[src/rtl/sim_imem_pipe.sv]
// Pipelined, back-pressured instruction memory for simulation: requests are read
// from the memory image, delayed LATENCY cycles, then returned in order from a FIFO.
module sim_imem_pipe #(
    parameter int INST_WIDTH = 32,
    parameter int ADDR_WIDTH = 32,
    parameter int LATENCY    = 1,
    parameter int DEPTH      = 4
) (
    input  logic                  clock,
    input  logic                  reset,
    input  logic                  ioIMem_valid,
    output logic                  ioIMem_ready,
    input  logic [ADDR_WIDTH-1:0] ioIMem_pc,
    input  logic                  ioIMem_flush,
    output logic                  ioIMem_respValid,
    input  logic                  ioIMem_respReady,
    output logic [INST_WIDTH-1:0] ioIMem_inst,
    output logic                  ioIMem_err,
    output logic                  ioIMem_busy
);

    localparam int WORDS = INST_WIDTH / 32;
    localparam int CNT_W = $clog2(DEPTH + 1);
    localparam int PTR_W = (DEPTH > 1) ? $clog2(DEPTH) : 1;

    // Memory image seen by the core: a fixed function of the word address.
    function automatic logic [31:0] dpic_imem_read(input logic [ADDR_WIDTH-1:0] addr);
        logic [31:0] a;
        a = 32'(addr);
        return {a[15:0], a[31:16]} ^ 32'hDEAD_BEEF;
    endfunction

    function automatic logic [PTR_W-1:0] nextPtr(input logic [PTR_W-1:0] p);
        return (p == PTR_W'(DEPTH - 1)) ? '0 : p + PTR_W'(1);
    endfunction

    logic [CNT_W-1:0]      count;
    logic [CNT_W-1:0]      fifoCount;
    logic [PTR_W-1:0]      wrPtr;
    logic [PTR_W-1:0]      rdPtr;
    logic                  accept;
    logic                  pop;
    logic                  enq;
    logic                  fetchErr;
    logic [INST_WIDTH-1:0] fetchData;

    logic [LATENCY-1:0]    dlyVld_p;
    logic [LATENCY-1:0]    dlyErr_p;
    logic [INST_WIDTH-1:0] dlyInst_p [LATENCY];

    logic [INST_WIDTH-1:0] fifoInst [DEPTH];
    logic [DEPTH-1:0]      fifoErr;

    assign ioIMem_ready     = reset && !ioIMem_flush && (count < CNT_W'(DEPTH));
    assign accept           = ioIMem_valid && ioIMem_ready;
    assign ioIMem_respValid = (fifoCount != '0);
    assign pop              = ioIMem_respValid && ioIMem_respReady && !ioIMem_flush;
    assign enq              = dlyVld_p[LATENCY-1];
    assign ioIMem_busy      = (count != '0);
    assign ioIMem_inst      = ioIMem_respValid ? fifoInst[rdPtr] : '0;
    assign ioIMem_err       = ioIMem_respValid && fifoErr[rdPtr];

    // Fetch: memory is only read for accepted, word-aligned requests.
    always_comb begin
        fetchErr  = (ioIMem_pc[1:0] != 2'b00);
        fetchData = '0;
        if (accept && !fetchErr) begin
            for (int k = 0; k < WORDS; k++) begin
                fetchData[32*k +: 32] = dpic_imem_read(ioIMem_pc + ADDR_WIDTH'(4 * k));
            end
        end
    end

    // Delay line: stage 0 loads on accept, the last stage feeds the FIFO.
    always_ff @(posedge clock or negedge reset) begin
        if (!reset) begin
            dlyVld_p <= '0;
        end else if (ioIMem_flush) begin
            dlyVld_p <= '0;
        end else begin
            dlyVld_p[0] <= accept;
            for (int k = 1; k < LATENCY; k++) begin
                dlyVld_p[k] <= dlyVld_p[k-1];
            end
        end
    end

    always_ff @(posedge clock) begin
        if (accept) begin
            dlyInst_p[0] <= fetchData;
            dlyErr_p[0]  <= fetchErr;
        end
        for (int k = 1; k < LATENCY; k++) begin
            if (dlyVld_p[k-1]) begin
                dlyInst_p[k] <= dlyInst_p[k-1];
                dlyErr_p[k]  <= dlyErr_p[k-1];
            end
        end
    end

    // Response FIFO and outstanding count; count covers delay line plus FIFO.
    always_ff @(posedge clock or negedge reset) begin
        if (!reset) begin
            wrPtr     <= '0;
            rdPtr     <= '0;
            fifoCount <= '0;
            count     <= '0;
        end else if (ioIMem_flush) begin
            wrPtr     <= '0;
            rdPtr     <= '0;
            fifoCount <= '0;
            count     <= '0;
        end else begin
            if (enq) begin
                wrPtr <= nextPtr(wrPtr);
            end
            if (pop) begin
                rdPtr <= nextPtr(rdPtr);
            end
            fifoCount <= fifoCount + CNT_W'(enq) - CNT_W'(pop);
            count     <= count + CNT_W'(accept) - CNT_W'(pop);
        end
    end

    always_ff @(posedge clock) begin
        if (enq) begin
            fifoInst[wrPtr] <= dlyInst_p[LATENCY-1];
            fifoErr[wrPtr]  <= dlyErr_p[LATENCY-1];
        end
    end

endmodule

[config.mk]
export PLATFORM = sky130hd
export DESIGN_NAME = sim_imem_pipe
export DESIGN_NICKNAME = d
export VERILOG_FILES = /design/src/rtl/sim_imem_pipe.sv
export SDC_FILE = /design/constraint.sdc
export NUM_CORES = 1
export LEC_CHECK = 0
export CAP_MARGIN = 20
export CORE_MARGIN = 1.5
export CORE_UTILIZATION = 45
export CTS_BUF_LIST = sky130_fd_sc_hd__clkbuf_4 sky130_fd_sc_hd__clkbuf_8 sky130_fd_sc_hd__clkbuf_16
export DETAILED_ROUTE_END_ITERATION = 7
export GPL_TIMING_DRIVEN = 0
export PLACE_DENSITY = 0.66
export SYNTH_ARGS = -nofsm -noshare
export SYNTH_HDL_FRONTEND = slang
export SYNTH_SLANG_ARGS = --single-unit
[constraint.sdc]
create_clock -name clock -period 6.7 [get_ports clock]
set_clock_uncertainty 0.2 [all_clocks]
set_input_delay 1.005 -clock clock [delete_from_list [all_inputs] [get_ports clock]]
set_output_delay 1.005 -clock clock [all_outputs]
set_load 0.01 [all_outputs]
# Yosys cells after proc, flatten, opt, wreduce, memory -nomap -nowiden
# Memory sizes are Yosys's and may differ from the RTL's.
# Cells that the tools add are included.
totals:
  ff_bits: 16
  latchBits: 0
  ram_bits: 160
  romBits: 0
  input_bits: 37
  wordCells: 57
  memories: 2
classes:
  add_sub_neg: 6
  multipliers: 0
  div_mod_pow: 0
  magnitude_cmp: 4
  n_eq_ne: 2
  n_shift: 0
  mux: 20
  bitwise_logic: 1
  n_reduce_logical: 15
memory_table:
  columns: ["memory", "words", "width", "rd", "rd_ports_with_merged_regs", "wr", "line", "rtl"]
  rows:
  - ["fifoInst", 4, 32, 1, 0, 1, "51", "logic [INST_WIDTH-1:0] fifoInst [DEPTH];"]
  - ["dlyInst_p", 1, 32, 1, 0, 1, "49", "logic [INST_WIDTH-1:0] dlyInst_p [LATENCY];"]
ops:
  columns: ["operator", "count"]
  rows:
  - ["2-to-1 mux 32 bit", 2]
  - ["inverter 24 bit", 1]
  - ["2-to-1 mux 2 bit", 6]
  - ["logical AND 1 bit", 8]
  - ["2-to-1 mux 1 bit", 7]
  - ["adder 3 x 1 -> 3 bit", 2]
  - ["less-than comparator 2 x 3 -> 1 bit (second input constant)", 2]
  - ["2-to-1 mux 3 bit", 2]
  - ["nonzero test 2 bit", 3]
  - ["nonzero test 3 bit", 2]
  - ["subtractor 3 x 1 -> 3 bit", 2]
  - ["adder 2 x 1 -> 2 bit (second input constant)", 2]
  - ["bitwise mux 4 bit", 1]
  - ["equality test 2 bit (second input constant)", 2]
  - ["less-than comparator 3 bit (second input constant)", 1]
  - ["binary-select mux 1 bit (select 2 bit)", 1]
  - ["demux 1 bit (select 2 bit)", 1]
  - [">= comparator 2 x 1 -> 1 bit (second input constant)", 1]
  - ["zero test 1 bit", 2]

# Logic depth before layout (Yosys ltp)
logic_depth:
  depth_word: 7
  mapped_depth: 9
  depth_no_buf: 9

# Least setup slack after synthesis
# No wires, ideal clock.
synth_timing:
  path_type: "input-to-reg"
  start: "input ioIMem_valid"
  end: "register dlyErr_p, enable pin"
  setup_ps: 507
  arrival_time_ps: 4244
  required_time_ps: 5993
  path_slack_ps: 1749
  cell_stages: 1
  n_path_buf: 0
  path_cell_list: "nor4bb_1"
synth_via:
  elab_chain_len: 1
synth_lines:
  columns: ["element", "line", "rtl"]
  rows:
  - ["from (decl)", "11", "input logic ioIMem_valid,"]
  - ["logical AND 1 bit", "55", "assign accept = ioIMem_valid && ioIMem_ready;"]
  - ["to (signal, indexed assignment)", "96", "dlyErr_p[k] <= dlyErr_p[k-1];"]
  - ["to (decl)", "48", "logic [LATENCY-1:0] dlyErr_p;"]
# Every way passes these cells.
# A chain may end at the register's enable or synchronous reset.

# Final worst setup path
layout_timing:
  start: "register fifoCount[1]"
  end: "output ioIMem_inst[29]"
layout_via:
  elab_chain_len: 2
layout_lines:
  columns: ["element", "line", "rtl"]
  rows:
  - ["from (decl)", "38", "logic [CNT_W-1:0] fifoCount;"]
  - ["from (signal assigned)", "120", "fifoCount <= fifoCount + CNT_W'(enq) - CNT_W'(pop);"]
  - ["nonzero test 3 bit", "56", "assign ioIMem_respValid = (fifoCount != '0);"]
  - ["2-to-1 mux 32 bit", "60", "assign ioIMem_inst = ioIMem_respValid ? fifoInst[rdPtr] : '0;"]
  - ["to (decl)", "17", "output logic [INST_WIDTH-1:0] ioIMem_inst,"]
# Every way passes these cells.

==> impl_metrics.toml <==
[status]
status = "finished, violations left"
violations = "design-rule violations"

[power]
p_sw_frac = 0.237
p_per_area_nw_per_um2 = 353
combPwrFrac = 0.221
seqPwrFrac = 0.421
p_sw_uw = 716
p_leak_nw = 2.90
peakVddDrop_mv = 0.184
total_power_mw = 3.02
pwr-share-clk = 0.359
p_int_mw = 2.30

[yosys]
yosysSeqAreaShare = 0.768
synthCells = 343
ys_warn_count = 0
synth.distinct_cells = 29
synth_area_um2 = 6810
synth-seq-cells = 176
avgSynthCellArea_um2 = 19.9
syn-num-nets = 389

[job]
drv_cap = 0

[timing]
timing.fmax_mhz = 255
hold_viol = 0
hold_ws_ns = 0.291
setup_tns_ns = 0
setup_viol = 0
grt_setup_unrepaired = "no"
worst_slew_pin_slew_ns = 0.839
relSlewSlack = 0.440
setup_ws_ns = 2.78
final.min_clock_period_ns = 3.92
finalCritPeriodShare = 0.585
maxSlewViolCount = 0

[global_routing]
gr-total-overflow = 0
grt_usage = 0.167
grt_pass1_wl_um = 19100
grt_pass1_vias = 3549
antenna_found_initial = 0
grt_max_degree = 25

[cts]
cts_resized = 0
cts_tree = "built"
root_buffer = "clkbuf_16"
clk_path_buf_depth = 2
numClockSinks = 176
postCtsSetupRepairBufs = 0
htree_levels = 4
cts_buffers = 17
ctsHoldBuffers = 0
cts.clk_slew.worst_paths_ns = 0.06
clk-insertion-delay-late_ns = 0.43

[floorplanning]
die_area_um2 = 15900
ioPinCount = 73
start_util = 0.465
fp.dieH_um = 126
coreArea_um2 = 14600
rows = 44
die_w_um = 126

[detailed_routing]
vias_per_cell = 5.19
final_antenna_net_count = 0
finalWirelength_um = 12200
vias = 3305
drtIter0Drc = 197
dr.pass1.iters = 8
drc = 4
wire_per_inst_um = 19.1

[finish]
multi_input_area_um2 = 1480
stdcell_count = 637
design_area_um2 = 8540
nNetsFinal = 486
final_core_util = 0.583
final_common_cell = "edfxtp_1"
most-common-layout-cells = "edfxtp_1 (165), clkdlybuf4s50_1 (72), nor2b_1 (35)"
antenna_cells = 0
regArea_um2 = 5230
nFillCells = 1119
syn2layout_area_growth_pct = 25.4
layout-drive-gt1-share = 0.190

[critical_path]
path_max_fanout = 10
endpoint_kind = "output port"
crit_arrival_ns = 2.72
critPathSlowestCell = "nor3_2"
ff2ff_path_depth = 9
required_ns = 5.49
path_cells = "nor3_2 > clkbuf_1 > nor2b_1 > clkdlybuf4s50_1"
cp_slowest_stage_delay_ns = 0.63
path_class = "flop to output port"
startpoint_type = "flop"

[worst_hold_path]
holdPathStages = 0
worstHoldPathType = "flop to flop"

[placement]
place_congestion = 0.676
place.detailed.hpwl_um = 7740
place_ws_ns = 2.74
numPortBuffers = 72
dp_cells = 605
place_area_um2 = 7890
## flip-flops by register name, indices dropped and copies added, names as in the netlist
| name | cells |
|---|---|
| fifoCount | 3 |
| wrPtr | 2 |
| dlyErr_p | 1 |
| fifoErr | 4 |
| dlyInst_p | 32 |
| dlyVld_p | 1 |
| rdPtr | 2 |
| fifoInst | 128 |
| count | 3 |
## final timing paths
kind                                        from         endpoint  slack (ns)
worst max-delay path                fifoCount[1]  ioIMem_inst[29]        2.78
worst min-delay path            dlyInst_p[0][11]  fifoInst[2][11]        0.29
worst max register to register      fifoCount[1]     fifoCount[2]        4.14
worst min register to register  dlyInst_p[0][11]  fifoInst[2][11]        0.29
max in group asynchronous                  reset     fifoCount[2]        5.16
min in group asynchronous                  reset         count[2]        0.75
## final cells by class
type | count | share of cell area
repair buffers | 78 | 0.0972
clock buffers | 18 | 0.0507
plain buffers | 16 | 0.0116
inverters | 7 | 0.00308
flip-flops and latches | 176 | 0.612
multi-input cells | 144 | 0.173
clock inverters | 14 | 0.0256
well taps | 184 | 0.0269
## worst max-delay path, delay by kind of cell (launching register included)
| kind | cells | cell delay [ns] |
|---|---|---|
| flip-flops | 1 | 0.46 |
| buffers and inverters | 2 | 1.02 |
| AND/OR/NAND/NOR | 2 | 0.81 |
## cells in the mapped netlist
cell type	count	area (µm²)
and3_1	7	43.8
nand2b_1	1	6.26
a21oi_1	1	5.00
a21o_1	1	7.51
mux4_2	33	743
inv_1	7	26.3
ha_1	7	87.6
and4bb_1	1	12.5
nor2_1	32	120
dfrtp_1	11	275
o21ai_0	1	5.00
o31ai_2	1	12.5
nor3_2	1	10.0
buf_6	4	45.0
xor2_1	2	17.5
nand2_1	2	7.51
buf_2	7	35.0
fa_1	2	40.0
nor3_1	3	15.0
conb_1	1	3.75
xnor2_1	1	8.76
nor3b_1	1	7.51
and2_1	5	31.3
nor4bb_1	1	10.0
clkbuf_1	5	18.8
edfxtp_1	165	4950
nor2b_1	35	219
mux2i_1	3	30.0
or3_1	2	12.5
## cell families after synthesis
logic type                 count (synthesis)  synth area share
muxes                                     36             0.114
adders and majority gates                  9            0.0187
buffers and inverters                     23            0.0184
DFF                                      176             0.768
and+or+nand+nor                           91            0.0727
xor gates and xnor gates                   3           0.00386
other                                      1          0.000551
AOI/OAI and AO/OA                          4           0.00441
## routing by layer
| layer | global-route usage | up-vias | routed length, µm |
|---|---|---|---|
| met5 | 0 | - | 0 |
| met4 | 0.0649 | 0 | 193 |
| met3 | 0.0446 | 12 | 443 |
| met2 | 0.285 | 78 | 6290 |
| met1 | 0.205 | 1697 | 5230 |
| li1 | - | 1518 | - |
## power groups by stage
stage | registers, mW | clock network (mW) | logic, mW
final | 1.27 | 1.08 | 0.666
after global routing | 1.27 | 1.15 | 0.718
after CTS | 1.27 | 1.10 | 0.684
after detailed placement | 1.29 | 0 | 0.680
after global placement | 1.29 | 0 | 0.668
after floorplan | 1.28 | 0 | 0.361
(Power assumes the default switching activity.)
